**config.mk**
```make
export PLATFORM = sky130hd
export DESIGN_NAME = dmi_initiator
export DESIGN_NICKNAME = d
export VERILOG_FILES = /design/src/rtl/dm_pkg.sv /design/src/rtl/dmi_initiator.sv
export SDC_FILE = /design/constraint.sdc
export NUM_CORES = 1
export LEC_CHECK = 0
export BUFFER_PORTS_ARGS = -buffer_cell sky130_fd_sc_hd__buf_2
export CAP_MARGIN = 15
export CORE_MARGIN = 1
export CORE_UTILIZATION = 48
export DETAILED_ROUTE_END_ITERATION = 6
export PLACE_DENSITY = 0.89
export SLEW_MARGIN = 20
export SYNTH_ARGS = -nofsm -noshare
export SYNTH_HDL_FRONTEND = slang
export SYNTH_SLANG_ARGS = --single-unit
```
**constraint.sdc**
```tcl
create_clock -name clk_i -period 2.7 [get_ports clk_i]
set_clock_uncertainty 0.1 [all_clocks]
set_input_delay 0.54 -clock clk_i [delete_from_list [all_inputs] [get_ports clk_i]]
set_output_delay 0.54 -clock clk_i [all_outputs]
set_load 0.005 [all_outputs]
```
**src/rtl/dm_pkg.sv**
```systemverilog
// Debug-module link types shared by the DTM-side initiator and the DM.
//   dtm_op_e    : access opcode (Nop / Read / Write / reserved)
//   dmi_error_e : DTM-style sticky status encoding
//   dmi_req_t   : 41-bit request  {addr[6:0], op[1:0], data[31:0]}
//   dmi_resp_t  : 34-bit response {data[31:0], resp[1:0]}
package dm;

  typedef enum logic [1:0] {
    DTM_NOP   = 2'h0,
    DTM_READ  = 2'h1,
    DTM_WRITE = 2'h2,
    DTM_RSVD  = 2'h3
  } dtm_op_e;

  typedef enum logic [1:0] {
    DMINoError  = 2'h0,
    DMIReserved = 2'h1,
    DMIOPFailed = 2'h2,
    DMIBusy     = 2'h3
  } dmi_error_e;

  typedef struct packed {
    logic [6:0]  addr;
    dtm_op_e     op;
    logic [31:0] data;
  } dmi_req_t;

  typedef struct packed {
    logic [31:0] data;
    logic [1:0]  resp;
  } dmi_resp_t;

endpackage

```
**src/rtl/dmi_initiator.sv**
```systemverilog
// DMI initiator: issues single DTM register accesses to the debug module over a
// valid/ready request channel and collects the matching response. Only one
// transaction is ever outstanding; a response timeout keeps a dead DM from
// hanging the DTM.
// Ports:
//   clk_i, rst_ni                 clock, asynchronous active-low reset
//   dmi_clear_i                   dmireset pulse, clears sticky status
//   access_valid_i/op/addr/data   one-cycle access strobe from the DTM
//   busy_o, status_o, rdata_o     DTM-visible state
//   dmi_req_*                     request channel (valid/ready, 41-bit payload)
//   dmi_resp_*                    response channel (valid/ready, 34-bit payload)
module dmi_initiator
  import dm::*;
#(
  parameter int unsigned TimeoutCycles = 1024
) (
  input  logic        clk_i,
  input  logic        rst_ni,
  input  logic        dmi_clear_i,
  input  logic        access_valid_i,
  input  logic [1:0]  access_op_i,
  input  logic [6:0]  access_addr_i,
  input  logic [31:0] access_data_i,
  output logic        busy_o,
  output logic [1:0]  status_o,
  output logic [31:0] rdata_o,
  output logic        dmi_req_valid_o,
  input  logic        dmi_req_ready_i,
  output logic [40:0] dmi_req_o,
  input  logic        dmi_resp_valid_i,
  output logic        dmi_resp_ready_o,
  input  logic [33:0] dmi_resp_i
);

  typedef enum logic [1:0] {
    StIdle = 2'd0,
    StReq  = 2'd1,
    StWait = 2'd2
  } state_e;

  state_e     state_q, state_d;
  dmi_req_t   req_q, req_d;
  logic [31:0] rdata_q, rdata_d;
  dmi_error_e status_q, status_d;
  dmi_resp_t  resp;
  logic       timeout_hit;
  logic       err_busy, err_fail;
  logic       op_is_access;

  assign resp         = dmi_resp_i;
  assign op_is_access = (access_op_i == DTM_READ) || (access_op_i == DTM_WRITE);

  always_comb begin
    state_d  = state_q;
    req_d    = req_q;
    rdata_d  = rdata_q;
    err_busy = 1'b0;
    err_fail = 1'b0;

    unique case (state_q)
      StIdle: begin
        // Responses arriving here are stale (e.g. after a timeout) and are
        // drained without effect.
        if (access_valid_i && (status_q == DMINoError) && !dmi_clear_i && op_is_access) begin
          req_d.addr = access_addr_i;
          req_d.op   = dtm_op_e'(access_op_i);
          req_d.data = access_data_i;
          state_d    = StReq;
        end
      end
      StReq: begin
        if (dmi_req_ready_i) state_d = StWait;
      end
      StWait: begin
        if (dmi_resp_valid_i) begin
          if (resp.resp != 2'b00) begin
            err_fail = 1'b1;
          end else if (req_q.op == DTM_READ) begin
            rdata_d = resp.data;
          end
          state_d = StIdle;
        end else if (timeout_hit) begin
          err_fail = 1'b1;
          state_d  = StIdle;
        end
      end
      default: state_d = StIdle;
    endcase

    // Any access strobe while a transaction is in flight is an overrun,
    // including the cycle in which the response completes it.
    if (access_valid_i && (state_q != StIdle)) err_busy = 1'b1;
  end

  // Clear beats any same-cycle error; otherwise the first error sticks, and a
  // simultaneous overrun and failure report as Busy.
  always_comb begin
    status_d = status_q;
    if (dmi_clear_i) begin
      status_d = DMINoError;
    end else if (status_q == DMINoError) begin
      if (err_busy)      status_d = DMIBusy;
      else if (err_fail) status_d = DMIOPFailed;
    end
  end

  if (TimeoutCycles > 0) begin : g_timeout
    localparam int unsigned CntW = $clog2(TimeoutCycles + 1);
    localparam logic [CntW-1:0] CntLast = CntW'(TimeoutCycles - 1);

    logic [CntW-1:0] cnt_q, cnt_d;

    always_comb begin
      cnt_d = cnt_q;
      if (state_q == StReq)       cnt_d = '0;
      else if (state_q == StWait) cnt_d = cnt_q + 1'b1;
    end

    always_ff @(posedge clk_i or negedge rst_ni) begin
      if (!rst_ni) cnt_q <= '0;
      else         cnt_q <= cnt_d;
    end

    assign timeout_hit = (state_q == StWait) && (cnt_q == CntLast);
  end else begin : g_no_timeout
    assign timeout_hit = 1'b0;
  end

  always_ff @(posedge clk_i or negedge rst_ni) begin
    if (!rst_ni) begin
      state_q  <= StIdle;
      req_q    <= '0;
      rdata_q  <= '0;
      status_q <= DMINoError;
    end else begin
      state_q  <= state_d;
      req_q    <= req_d;
      rdata_q  <= rdata_d;
      status_q <= status_d;
    end
  end

  assign busy_o           = (state_q != StIdle);
  assign status_o         = status_q;
  assign rdata_o          = rdata_q;
  assign dmi_req_valid_o  = (state_q == StReq);
  assign dmi_req_o        = req_q;
  assign dmi_resp_ready_o = (state_q == StIdle) || (state_q == StWait);

endmodule

```
==> run summary, run 1 <==
The flow ran to the end, and the final reports show no timing, DRC or antenna violations. In this run the horizontal extent of the chip is 90.7 um. The number of synthesized flops with an enable pin is 0. After synthesis, flip-flops and latches occupy 58.3% of the total area. The number of cells on the worst reg-to-reg path is 6. The total negative slack for setup checks came out at 0 ns. The share of final-layout standard cells stronger than drive strength 1 is 61.0%. The hold slack is 0.0747 ns.

The TritonCTS clock tree is done. The classification of the worst setup path is flip-flop to flip-flop. In the final layout, the multi-input gates occupy 1450 sq um.

The pin count of the biggest net entering global routing came out at 47. The number of nets in the synthesized netlist came out at 334. The clock period could shrink to 2.42 ns. The worst setup path is captured at a flip-flop. Dividing the detail-routed via count by the number of cells gives 4.99. The hold buffer count at cts is 0. By instance count, the cell type seen most on the critical path is sky130_fd_sc_hd__inv_1. The number of antenna violations at the first check in global routing is 0.

Once the clock tree was built, the resizer swapped 0 gates to a different size. The largest single stage delay on the critical path is 0.71 ns. Yosys mapped the design onto 37 distinct sky130hd cell types. The first routing iteration left 65 violations. In the synthesized netlist the async set-or-reset flop fraction comes to 100%. The layout filler cell count is 574. The final cell count without fillers came out at 517. The final number of max-transition violations is 0. The tool flagged a number of max-cap violations equal to 0. Counting along the longest clock path gives a buffer depth of 2. The clock tree synthesis step divided the H-tree into 3 levels. The highest ir drop seen on vdd came out at 0.480 mV. The worst hold path belongs to the class input pin to async pin.

In this run the register-to-register setup slack is 0.28 ns. The global router's overall resource usage came out at 18.6%. Pin placement for this block handled 159 I/O pins. The achievable frequency is 414 MHz. Relative to the synthesized area, the layout overhead comes to 28.5%.

Counting every instance in the synthesized netlist gives 249. The first TritonRoute pass finished after 4 iterations. The static leakage came out at 2.64 nW. The count of nets left with antenna violations after detail routing came out at 0. The path length in cells of the critical path came out at 6. The first-pass GRT wire length came out at 12100 um.

The cell family with the largest share of critical-path delay is simple AND/OR/NAND/NOR gates. The final hold violation count came to 0. In this run the clock root is driven by a sky130_fd_sc_hd__clkbuf_8. The floorplan step defined a core boundary enclosing 7450 sq um. The register cell area after layout is 2200 sq um. The cell area after synthesis came out at 3780 sq um. The largest area contributor in the netlist is sky130_fd_sc_hd__dfrtp_1. The launch point of the worst reg-to-reg path is state_q[0]$_DFFE_PN0P_. The kind of launch point of the worst setup path is a flip-flop. The count of yosys warnings during synthesis came out at 0. The total clock buffers created by CTS is 9.

The required time of the worst setup path came out at 2.83 ns. Data arrives at the worst endpoint at 2.54 ns. The endpoint of the most critical setup path is dmi_req_o[23]$_DFFE_PN0P_. The slowest stage of the critical path is the sky130_fd_sc_hd__or4b_2 cell. At the pin with the least slew margin, the transition time is 0.657 ns. The overall die height came out at 90.7 um. The total number of vias came out at 2580.

The destination of the worst register-to-register timing path is dmi_req_o[23]$_DFFE_PN0P_. The critical path starts at state_q[0]$_DFFE_PN0P_. Once detailed placement completed, the half-perimeter wirelength came to 5720 um. The final net count came out at 498. The final period utilization came out at 89.5%. The aggregate routed wire length is 7670 um.

The final antenna diode count is 0. Headroom to the max-slew limit came out at 55.8%. The signal on the critical path passes through inv_1 > ha_1 > inv_1 > or4b_2 > buf_4 > mux2_4. Setup repair after global routing left no endpoint under its margin. For this configuration, the core starts out at a cell density of 50.8%. After detailed routing, the number of remaining DRC violations is 0. The aggregate global routing overflow came out at 0. Counting flops and latches in the post-synthesis netlist gives 88. The power per cell area came out at 1060 nW/um^2.

The clock insertion delay at the later pin of the skew report came out at 0.34 ns. The setup fix buffers added after clock tree synthesis came out at 0. After detailed routing, the average wire length per cell comes to 14.8 um.

The routability congestion estimate is 0.792. The overall die area came out at 8230 sq um. The clock drives 88 sinks. The number of cells in the design after placement is 501.

After synthesis, the cell types taking the most area are sky130_fd_sc_hd__dfrtp_1 (58%), sky130_fd_sc_hd__mux2_4 (15%), sky130_fd_sc_hd__mux2_2 (11%). Row generation in the floorplan step produced 31 rows. The clock slew at the register clock pins of the worst setup and hold paths is 0.08 ns. The sum of buffers and inverters on the critical path is 3.

In the synthesized netlist the dominant register cell turns out to be sky130_fd_sc_hd__dfrtp_1. The count of port buffers added during placement is 158. The via count of the first global-routing pass is 2531. In this run the biggest area consumer among cell types represents 58.3% of the synthesized area. The average cell area after synthesis came out at 15.2 sq um. Setup violations remaining at the end of the flow were counted as 0. The worst-path maximum fanout is 31.
worst min path at each step:
| stage | to | slack, ns | cells after the start |
|---|---|---|---|
| floorplan | dmi_req_o[0]$_DFFE_PN0P_ | 0.14 | 0 |
| global placement | rdata_o[20]$_DFFE_PN0P_ | 0.39 | 1 |
| global route | dmi_req_o[35]$_DFFE_PN0P_ | 0.11 | 1 |
| CTS | dmi_req_o[35]$_DFFE_PN0P_ | 0.09 | 1 |
| detailed placement | rdata_o[19]$_DFFE_PN0P_ | 0.39 | 1 |
| finish | state_q[0]$_DFFE_PN0P_ | 0.07 | 1 |
cell usage after synthesis, drive strengths merged, types with 2 or more instances:
library cell and n:
xor2 3, mux2 74, buf 9, inv 5, nand2 8, a2bb2oi 2
xnor2 2, nor2 6, nor3 5, o21ai 3, nand2b 3, ha 4
nand3 2, nand3b 2, dfrtp 88, nand4 3, o2bb2ai 4, nor4 3
a21oi 8
registers in the layout, summed over array words and instances, names as in the netlist:
signal / cells
state_q: 2
g_timeout.cnt_q: 11
status_o: 2
rdata_o: 32
dmi_req_o: 41
cell families (layout without fill, tap and decap cells):
logic type	after synthesis	after routing	share of synthesized area, %
flops	88	88	58.3
mux	75	75	26.1
simple gates	38	38	5.43
compound gates	23	23	4.10
buf+inv	16	185	3.64
xor+xnor	5	5	1.16
fa+ha+maj	4	4	1.32
cell type report:
type	count	area share, %
flip-flops and latches	88	45.3
multi-input cells	145	29.8
repair buffers	163	17.4
clock buffers	10	2.63
well taps	99	2.55
clock inverters	6	1.91
inverters	6	0.464
per-layer routing:
metal	wire, um	vias to the layer above	GRT usage [%]
met4	136	0	6.59
met2	3800	124	30.3
met3	400	16	3.70
li1	-	1214	-
met5	0	-	0
met1	3330	1226	24.8
worst reg2reg max path: stages, from the launching register on:
cell and delay, ns:
sky130_fd_sc_hd__dfrtp_1 0.39, sky130_fd_sc_hd__inv_1 0.12, sky130_fd_sc_hd__ha_1 0.18, sky130_fd_sc_hd__inv_1 0.11
sky130_fd_sc_hd__or4b_2 0.71, sky130_fd_sc_hd__buf_4 0.32, sky130_fd_sc_hd__mux2_4 0.38
cell usage in the layout, fill, tap and decap left out, drive strengths merged, types with 2 or more instances in the layout:
cell type    n
buf        163
dfrtp       88
mux2        74
clkbuf      10
nand2        8
a21oi        8
nor2         6
inv          6
nor3         5
o2bb2ai      4
ha           4
nand2b       3
nand4        3
nor4         3
xor2         3
o21ai        3
clkinv       3
xnor2        2
nand3        2
a2bb2oi      2
nand3b       2
bufinv       2
power breakdown:
group	internal [mW]	leakage [nW]	total (mW)	switching, mW
clock network	0.528	0.108	0.992	0.464
logic	1.15	1.42	1.88	0.730
registers	1.91	1.12	2.27	0.358
per-stage QoR:
| step | setup WS (ns) | total power, mW | area, sq um | util (%) |
|---|---|---|---|---|
| finish | 0.282 | 5.14 | 4860 | 65.2 |
| global route | 0.218 | 5.47 | 4860 | 65.2 |
| floorplan | 0.662 | 3.34 | 3780 | - |
| CTS | 0.304 | 5.19 | 4860 | 65.2 |
| detailed placement | 0.306 | 4.19 | 4640 | 62.3 |
| global placement | 0.395 | 4.08 | 4640 | 62.3 |
Note: power is estimated with default switching activity, not from simulation.
==> run 2: changes to the inputs <==
Clock period 2.7 ns to 2.43 ns, I/O delays scaled along.
==> run summary, run 2 (same netlist as run 1, synthesis figures left out) <==
STA classifies the critical path startpoint as a flip-flop. The required time of the worst setup path was 2.56 ns (-0.27 ns). The DRC marker count from the first detailed-route iteration was 80 (+23%). The worst setup path is captured at a flip-flop.

The most critical setup path has its endpoint at dmi_req_o[27]$_DFFE_PN0P_. The via count of the first global-routing pass is 2554 (+0.91%). The starting density of the core came to 50.8% (unchanged). TritonCTS built the clock tree. The first-pass GRT wire length came out at 12500 um (+3.9%).

The count of port buffers added during placement was 158 (unchanged). The maximum count of clock buffers along a single path was 2 (unchanged). The worst endpoint data arrival time is 2.33 ns (-0.21 ns). The number of flip-flops in the largest register was 41 (unchanged).

The clock slew at the register clock pins of the worst setup and hold paths is 0.08 ns (about the same). The slack of the worst reg-to-reg path came out at 0.23 ns (-0.06 ns). The clock insertion delay at the later pin of the skew report came out at 0.34 ns (about the same). In this run the critical register-to-register path is launched from state_q[0]$_DFFE_PN0P_. The setup path with the least slack is of type flip-flop to flip-flop.

The count of nets left with antenna violations after detail routing was 0 (unchanged). The number of clock sinks is 88 (unchanged). The DRC violation count after routing came out at 0 (unchanged). The number of setup violations in the final report is 0 (unchanged). The total negative slack for setup checks is 0 ns (unchanged). The x dimension of the die is 90.7 um (unchanged).

The pin count of the biggest net entering global routing is 56 (+19%). The leading cell type in the layout, fill and taps excluded is sky130_fd_sc_hd__buf_2. The overall die area came out at 8230 sq um (unchanged). The hold buffer count at cts is 1 (+1). The top cell types in the final layout, fill and taps aside, are sky130_fd_sc_hd__buf_2 (157), sky130_fd_sc_hd__dfrtp_1 (88), sky130_fd_sc_hd__mux2_4 (38). The number of placement rows came to 31 (unchanged). The number of gates given a new drive strength after cts is 0 (unchanged). The final routed wire length divided by cell count came out at 15.1 um (+1.7%). The endpoint identified for the worst register-to-register timing path is dmi_req_o[27]$_DFFE_PN0P_.

The count of maximum capacitance violations is 0 (unchanged). The total number of vias is 2600 (+0.78%). The worst-path maximum fanout came out at 11 (-65%).

The static leakage is 2.68 nW (+1.2%). The aggregate global routing overflow came out at 0 (unchanged). The relative slew slack was 57.2% (+1.4 points). The final period utilization came out at 90.7% (+1.1 points).

The global router's overall resource usage came out at 19.4% (+0.79 points). The final hold violation count is 0 (unchanged). The total clock buffers created by CTS is 9 (unchanged). The overall power after layout came to 5.81 mW (+13%). In this run the worst hold path is classified as input pin to flip-flop. The detailed-route vias per instance came out at 5.01 (+0.39%). The final number of max-transition violations came out at 0 (unchanged). The final standard cell utilization of the core was 66.0% (+0.82 points). The achievable frequency came out at 454 MHz (+9.7%).

The final net count came out at 501 (+0.60%). The most critical setup path has its startpoint at state_q[0]$_DFFE_PN0P_. The final critical path time including I/O delays and setup is 2.20 ns (-0.214 ns). The power per cell area is 1180 nW/um^2 (+12%).

The setup fix buffers added after clock tree synthesis came out at 0 (unchanged). Setup repair after global routing left no endpoint under its margin. The number of antenna violations at the first check in global routing came out at 0 (unchanged). The placed wire-length estimate after detailed placement is 5800 um (+1.5%).

The cell sitting at the root of the clock tree is a sky130_fd_sc_hd__clkbuf_8. The highest ir drop seen on vdd came out at 0.546 mV (+14%). The slew of the pin with the lowest slew margin came out at 0.635 ns (-0.0215 ns). The placeable core area is 7450 sq um (unchanged). The number of cells on the worst reg-to-reg path came to 6 (unchanged).

The share of final-layout standard cells stronger than drive strength 1 came out at 61.0% (about the same). The overall die height came out at 90.7 um (unchanged). The I/O pin count came out at 159 (unchanged). The aggregate routed wire length was 7830 um (+2.1%).

The number of iterations in the first detailed-routing pass is 4 (unchanged). The flow ran to the end, and the final reports show no timing, DRC or antenna violations. The final antenna diode count is 0 (unchanged).

The routability congestion estimate is 0.778 (-1.7%). Relative to the synthesized area, the layout overhead comes to 30.1%. The depth of the CTS H-tree was 3 (unchanged).
==> run 2: changes by cell type in the layout (fill, tap and decap cells not counted), sizes merged <==
cell / before / now
buf: 163 / 165
bufinv: 2 / 3
dlygate4sd3: 0 / 1
clkinvlp: 1 / 0
clkinv: 3 / 2
==> run 2: how the worst min path moves through the flow <==
stage                      from                        to  slack (ns)  cells past startpoint
floorplan                rst_ni  dmi_req_o[0]$_DFFE_PN0P_        0.09                      0
global placement         rst_ni    state_q[1]$_DFFE_PN0P_        0.35                      1
detailed placement       rst_ni    state_q[1]$_DFFE_PN0P_        0.36                      1
CTS                 dmi_clear_i   status_o[0]$_DFFE_PN0P_        0.22                      2
global route        dmi_clear_i   status_o[0]$_DFFE_PN0P_        0.22                      2
finish              dmi_clear_i   status_o[0]$_DFFE_PN0P_        0.25                      2
==> run 2: worst max-delay path, cell delays in order (launching register included) <==
cell and delay [ns]:
sky130_fd_sc_hd__dfrtp_1 0.39, sky130_fd_sc_hd__inv_1 0.10, sky130_fd_sc_hd__ha_1 0.16, sky130_fd_sc_hd__inv_1 0.05, sky130_fd_sc_hd__or4b_2 0.72, sky130_fd_sc_hd__buf_4 0.24
sky130_fd_sc_hd__mux2_4 0.32
==> run 2: area by class of cell <==
class | count | area (sq um)
Tap cell | 99 | 124
Clock buffer | 10 | 128
Inverter | 6 | 22.5
Fill cell | 561 | 2530
Clock inverter | 5 | 104
Timing Repair Buffer | 166 | 893
Sequential cell | 88 | 2200
Multi-Input combinational cell | 145 | 1450
==> run 2: power breakdown <==
group	total [mW]	switching [mW]	internal, mW
Combinational	2.12	0.817	1.30
Clock	1.17	0.493	0.680
Sequential	2.52	0.394	2.13
==> run 2: through the flow <==
stage,hold slack (ns),setup WS (ns),area (sq um),instances
after global routing,0.225,0.130,4920,519
final,0.247,0.227,4920,519
after CTS,0.224,0.231,4920,519
after detailed placement,0.361,0.227,4680,503
after floorplan,0.0904,0.392,3780,249
after global placement,0.350,0.249,4680,503
==> run 2: layer usage <==
layer | track usage (%) | wire length (um)
met5 | 0 | 0
met2 | 32.6 | 3900
met3 | 4.63 | 424
met4 | 5.24 | 40
met1 | 25.1 | 3460
